**src/rtl/muldiv_unit.sv**
```systemverilog
// muldiv_unit -- iterative RV32M multiply/divide execution unit.
//
// Purpose: runs MUL/MULH/MULHSU/MULHU/DIV/DIVU/REM/REMU on two register
// operands. Every op takes a fixed WIDTH iterations. The unit holds the
// write-back result for one cycle, marked by done.
//
// Ports:
//   clk        system clock; all state updates on posedge
//   rst        asynchronous, active-high reset
//   start      request pulse; sampled only in IDLE
//   funct3     op select (000 MUL .. 111 REMU)
//   rs1Data    operand A (multiplicand / dividend)
//   rs2Data    operand B (multiplier / divisor)
//   rdIn       destination register index
//   busy       high in CALC and DONE
//   done       one-cycle pulse, result valid
//   result     write-back data, held until the next DONE or rst
//   rdOut      latched destination index
//   WE         register-file write enable: done && rdOut != 0
//   state_dbg  current FSM state (0 IDLE, 1 CALC, 2 DONE)
//
// Handshake: a request is accepted on a posedge where start=1 and busy=0.
// Operands, funct3 and rdIn are captured at that edge and may change
// afterwards. busy stays high until the posedge that ends the done cycle.
// start while busy (including the done cycle) is ignored. done pulses for
// exactly one cycle, WIDTH cycles after acceptance.
module muldiv_unit #(
  parameter int WIDTH = 32
) (
  input  logic             clk,
  input  logic             rst,
  input  logic             start,
  input  logic [2:0]       funct3,
  input  logic [WIDTH-1:0] rs1Data,
  input  logic [WIDTH-1:0] rs2Data,
  input  logic [4:0]       rdIn,
  output logic             busy,
  output logic             done,
  output logic [WIDTH-1:0] result,
  output logic [4:0]       rdOut,
  output logic             WE,
  output logic [1:0]       state_dbg
);

  localparam int CW = $clog2(WIDTH + 1);

  typedef enum logic [1:0] {
    IDLE = 2'd0,
    CALC = 2'd1,
    DONE = 2'd2
  } state_t;

  state_t state_q, state_d;

  logic [2:0]         f3;
  logic [CW-1:0]      cnt;
  logic [2*WIDTH-1:0] acc;     // mul: {partial hi, multiplier}; div: {remainder, dividend/quotient}
  logic [WIDTH-1:0]   opnd;    // mul: |A|; div: |B|
  logic [WIDTH-1:0]   a_raw;   // original rs1Data, needed for REM by zero
  logic               neg_q;   // product / quotient sign
  logic               neg_r;   // remainder sign
  logic               div0;
  logic               ovf;

  // Operand preparation at accept
  logic               in_div;
  logic               sgn_a, sgn_b;
  logic [WIDTH-1:0]   mag_a, mag_b;

  always_comb begin
    in_div = funct3[2];
    sgn_a  = 1'b0;
    sgn_b  = 1'b0;
    case (funct3)
      3'b001, 3'b100, 3'b110: begin sgn_a = rs1Data[WIDTH-1]; sgn_b = rs2Data[WIDTH-1]; end
      3'b010:                 sgn_a = rs1Data[WIDTH-1];
      default: ;
    endcase
    mag_a = sgn_a ? -rs1Data : rs1Data;
    mag_b = sgn_b ? -rs2Data : rs2Data;
  end

  // One iteration of shift-add multiply or restoring divide
  logic [WIDTH:0]     mul_sum;
  logic [WIDTH:0]     trial;
  logic [2*WIDTH-1:0] acc_next;

  always_comb begin
    mul_sum  = {1'b0, acc[2*WIDTH-1:WIDTH]} + (acc[0] ? {1'b0, opnd} : '0);
    trial    = {acc[2*WIDTH-1:WIDTH], acc[WIDTH-1]} - {1'b0, opnd};
    acc_next = {mul_sum, acc[WIDTH-1:1]};
    if (f3[2]) begin
      // Non-negative trial difference means the divisor fits: keep it, quotient bit 1
      if (!trial[WIDTH]) acc_next = {trial[WIDTH-1:0], acc[WIDTH-2:0], 1'b1};
      else               acc_next = {acc[2*WIDTH-2:0], 1'b0};
    end
  end

  // Final result from the last iteration's value, with sign fix and special cases
  logic [2*WIDTH-1:0] prod;
  logic [WIDTH-1:0]   quo, rem, final_res;

  always_comb begin
    prod = neg_q ? -acc_next : acc_next;
    quo  = neg_q ? -acc_next[WIDTH-1:0] : acc_next[WIDTH-1:0];
    rem  = neg_r ? -acc_next[2*WIDTH-1:WIDTH] : acc_next[2*WIDTH-1:WIDTH];
    if (!f3[2]) begin
      final_res = (f3[1:0] == 2'b00) ? prod[WIDTH-1:0] : prod[2*WIDTH-1:WIDTH];
    end else if (div0) begin
      final_res = f3[1] ? a_raw : '1;
    end else if (ovf && !f3[0]) begin
      final_res = f3[1] ? '0 : {1'b1, {(WIDTH-1){1'b0}}};
    end else begin
      final_res = f3[1] ? rem : quo;
    end
  end

  logic last_iter;
  assign last_iter = (state_q == CALC) && (cnt == CW'(WIDTH - 1));

  // FSM
  always_ff @(posedge clk or posedge rst) begin
    if (rst) state_q <= IDLE;
    else     state_q <= state_d;
  end

  always_comb begin
    state_d = state_q;
    case (state_q)
      IDLE:    if (start) state_d = CALC;
      CALC:    if (last_iter) state_d = DONE;
      DONE:    state_d = IDLE;
      default: state_d = IDLE;
    endcase
  end

  // Datapath
  always_ff @(posedge clk or posedge rst) begin
    if (rst) begin
      f3     <= '0;
      cnt    <= '0;
      acc    <= '0;
      opnd   <= '0;
      a_raw  <= '0;
      neg_q  <= 1'b0;
      neg_r  <= 1'b0;
      div0   <= 1'b0;
      ovf    <= 1'b0;
      result <= '0;
      rdOut  <= '0;
    end else begin
      if (state_q == IDLE && start) begin
        f3    <= funct3;
        rdOut <= rdIn;
        a_raw <= rs1Data;
        cnt   <= '0;
        acc   <= {{WIDTH{1'b0}}, (in_div ? mag_a : mag_b)};
        opnd  <= in_div ? mag_b : mag_a;
        neg_q <= sgn_a ^ sgn_b;
        neg_r <= sgn_a;
        div0  <= (rs2Data == '0);
        ovf   <= (rs1Data == {1'b1, {(WIDTH-1){1'b0}}}) && (rs2Data == '1);
      end else if (state_q == CALC) begin
        acc <= acc_next;
        cnt <= cnt + 1'b1;
        if (last_iter) result <= final_res;
      end
    end
  end

  assign busy      = (state_q != IDLE);
  assign done      = (state_q == DONE);
  assign WE        = done && (rdOut != 5'd0);
  assign state_dbg = state_q;

endmodule

```
**config.mk**
```make
export PLATFORM = sky130hd
export DESIGN_NAME = muldiv_unit
export DESIGN_NICKNAME = d
export VERILOG_FILES = /design/src/rtl/muldiv_unit.sv
export SDC_FILE = /design/constraint.sdc
export NUM_CORES = 1
export LEC_CHECK = 0
export CORE_MARGIN = 2
export CORE_UTILIZATION = 40
export DETAILED_ROUTE_END_ITERATION = 8
export RECOVER_POWER = 50
export SETUP_SLACK_MARGIN = 0.5
export SLEW_MARGIN = 10
export SYNTH_ARGS = -nofsm -noshare
export SYNTH_HDL_FRONTEND = slang
export SYNTH_SLANG_ARGS = --single-unit
export TNS_END_PERCENT = 10
```
**constraint.sdc**
```tcl
create_clock -name clk -period 13.8 [get_ports clk]
set_input_delay 1.38 -clock clk [delete_from_list [all_inputs] [get_ports clk]]
set_output_delay 1.38 -clock clk [all_outputs]
set_load 0.05 [all_outputs]
```
==> run metrics <==
status finished with violations; failing checks capacitance limit, slew limit; Post-CTS Hold Buffers 0; Main synth FF type dfrtp_1; RSZ-0062 raised after global routing false; final WL approximately 81 mm; DRC Markers 0; yosys warns 0; combinational share of power 74.2%; syn_area_per_cell between 7 and 8 um^2; synth top area cells dfrtp_1 24%, nand2_1 7.9%, o21ai_0 6.9%; largest net degree at the start of global routing 117; Crit Path Max Fanout between 100 and 150; register area 0.00451 mm^2; register area share after synthesis 24.4%; CTS HTree Levels 4; vias in the first global route 18,400; Post-synth EDFFs 0; Root Driver clkbuf_16; Slew headroom -284%; Cell Rows 78; post-synthesis async set-or-reset flop share 100%; Antenna Cells 0; Die X roughly 220 um; period utilization 63.5%; Multi-input gate area 0.0129 mm^2; initial antenna violation count 2; vias after detailed routing ~20,000; # IOs 117; peak supply drop 105 uV; Switching Fraction around three fifths; final hold viol count 0; Worst Setup End Kind async pin; fin. max-slew vios 369; Total GRT Usage 33.9%; WP data arrival 7.94 ns; Initial Utilization between 40 and 50%; Setup-failing EPs final 0; flops & latches, synth 180; HP Class flop to flop; Leak 8.20 nW; final setup margin 5.04 ns; remaining global-route overflow 0; min Tclk post-route 8.76 ns; vias per cell 6.36; worst skew pair latency 0.49 ns; DP Area 0.0199 mm^2; CTS tree yes; Filler cells 4,730; Final Hold Slack around 0.49 ns; share of cells above drive strength 1 4.72%; Max Cap Viol 6; placed insts 3,111; worst path required time 12.97 ns; Design Area, Final 0.0205 mm^2; startpoint types input port; setup repair bufs after CTS 0; Sw Pwr 3.35 mW; clk buf depth 2; fin nets 2,677; Worst Clk Skew 0.0209 ns; Layout Area Growth over Synthesis 11.0%; DRT Pass-1 Iters 6; Clock Power Share 9.8%; clock slew at reported path FFs 0.08 ns; post-synth cell types about 110; final total power approximately 5.7 mW; per-cell routed wire length ~26 um; port buffer count 116; Slew @ Worst Pin 5.75 ns; Final Util 45.0%; die area 0.0478 mm^2; global-route wire length before repair 121 mm; Sink Count 180; core box area around 0.045 mm^2; cell-internal power 2.37 mW; Final ANT Viol Nets 0; die height 219 um; synthesized cell area approximately 0.018 mm^2; drt initial violations 2,532; setup_tns 0 ns; worst slack at placement 7.58 ns; Synth top area share 24.4%; CTS resizes 0; Max Freq 114 MHz; Setup Crit Path Kind input port to async pin; half-perimeter wire length after placement 62.9 mm; Power per Cell Area 279 mW/mm^2; sequential power share 16.0%; largest area contributor in the netlist dfrtp_1; syn nets 2,682; Post-Syn Instances 2,535; total CTS buffers 17; GP Congestion about 1; Non-Filler Instances around 3,100
## power groups by stage
stage / clock network [mW] / registers (mW) / logic [mW]
after floorplan: 0 / 0.847 / 2.87
after global placement: 0 / 0.906 / 4.11
after detailed placement: 0 / 0.915 / 4.12
after CTS: 0.563 / 0.904 / 4.15
after global routing: 0.584 / 0.934 / 4.55
final: 0.562 / 0.914 / 4.25
## worst max-delay path: stages
cell and delay [ns]:
dlygate4sd3_1 0.54, clkinvlp_2 3.10, clkbuf_1 2.88
## cells in the final DEF (no fill, tap or decap), drive strengths merged, types with 55 or more instances in the layout
| cell type | count |
|---|---|
| nand2 | 391 |
| o21ai | 264 |
| nor2 | 218 |
| a21oi | 206 |
| dfrtp | 180 |
| xnor2 | 98 |
| nand3 | 89 |
| inv | 80 |
| xor2 | 78 |
| clkdlybuf4s50 | 76 |
| o211ai | 73 |
| ha | 70 |
| nor3 | 55 |
## sequential cells by signal (all words and copies together) (netlist names)
register   count
a_raw         32
result        32
ovf            1
cnt            6
opnd          32
neg_q          1
div0           1
acc           64
f3             3
neg_r          1
state_dbg      2
rdOut          5
## area by class of cell
class | count | share of cell area [%]
Multi-Input combinational cell | 2113 | 63.2
Tap cell | 600 | 3.67
Timing Repair Buffer | 143 | 6.60
Sequential cell | 180 | 22.0
Clock inverter | 14 | 1.01
Inverter | 75 | 1.38
Clock buffer | 18 | 2.14
## final timing paths
check	from	end	slack [ns]	cells after the start
hold / removal	a_raw[17]$_DFFE_PP0P_	a_raw[17]$_DFFE_PP0P_	0.49	2
setup reg to reg	acc[31]$_DFFE_PP0P_	result[30]$_DFFE_PP0P_	7.44	20
hold reg to reg	a_raw[17]$_DFFE_PP0P_	a_raw[17]$_DFFE_PP0P_	0.49	2
max in group clk	acc[31]$_DFFE_PP0P_	result[30]$_DFFE_PP0P_	7.44	20
min in group asynchronous	rst	opnd[4]$_DFFE_PP0P_	3.06	2
setup / recovery	rst	f3[2]$_DFFE_PP0P_	5.04	3
## cells in the mapped netlist (15+ instances only)
library cell  instances
a211oi_1             43
a21o_1               26
a21oi_1             201
a31oi_1              20
and2_1               44
and3_1               22
buf_2                21
clkbuf_1            124
dfrtp_1             180
ha_1                 70
inv_1                74
mux2i_1              43
nand2_1             390
nand2b_1             19
nand3_1              89
nand4_1              38
nor2_1              217
nor3_1               54
nor4_1               25
o211ai_1             73
o21a_1               16
o21ai_0             253
o31ai_1              37
or3_1                15
xnor2_1              98
xor2_1               78
## kinds of logic (layout without fill, tap and decap cells)
| family | count (synthesis) | count (layout) | synth area share (%) |
|---|---|---|---|
| AOI/OAI and AO/OA | 831 | 831 | 29.2 |
| xor gates and xnor gates | 176 | 176 | 8.36 |
| adders and majority gates | 72 | 72 | 4.97 |
| buffers and inverters | 242 | 250 | 5.46 |
| DFF | 180 | 180 | 24.4 |
| muxes | 47 | 47 | 2.59 |
| and+or+nand+nor | 987 | 987 | 25.1 |
## metal layers
metal | part of all wire, % | wire length (um) | vias to the layer above | track usage, %
met1 | 42 | 34500 | 9669 | 45.8
met4 | 5.1 | 4140 | 0 | 15.5
met3 | 8.4 | 6840 | 164 | 6.51
li1 | - | - | 9193 | -
met5 | 0 | 0 | - | 0
met2 | 44 | 35800 | 979 | 52.0
(Power assumes the default switching activity.)
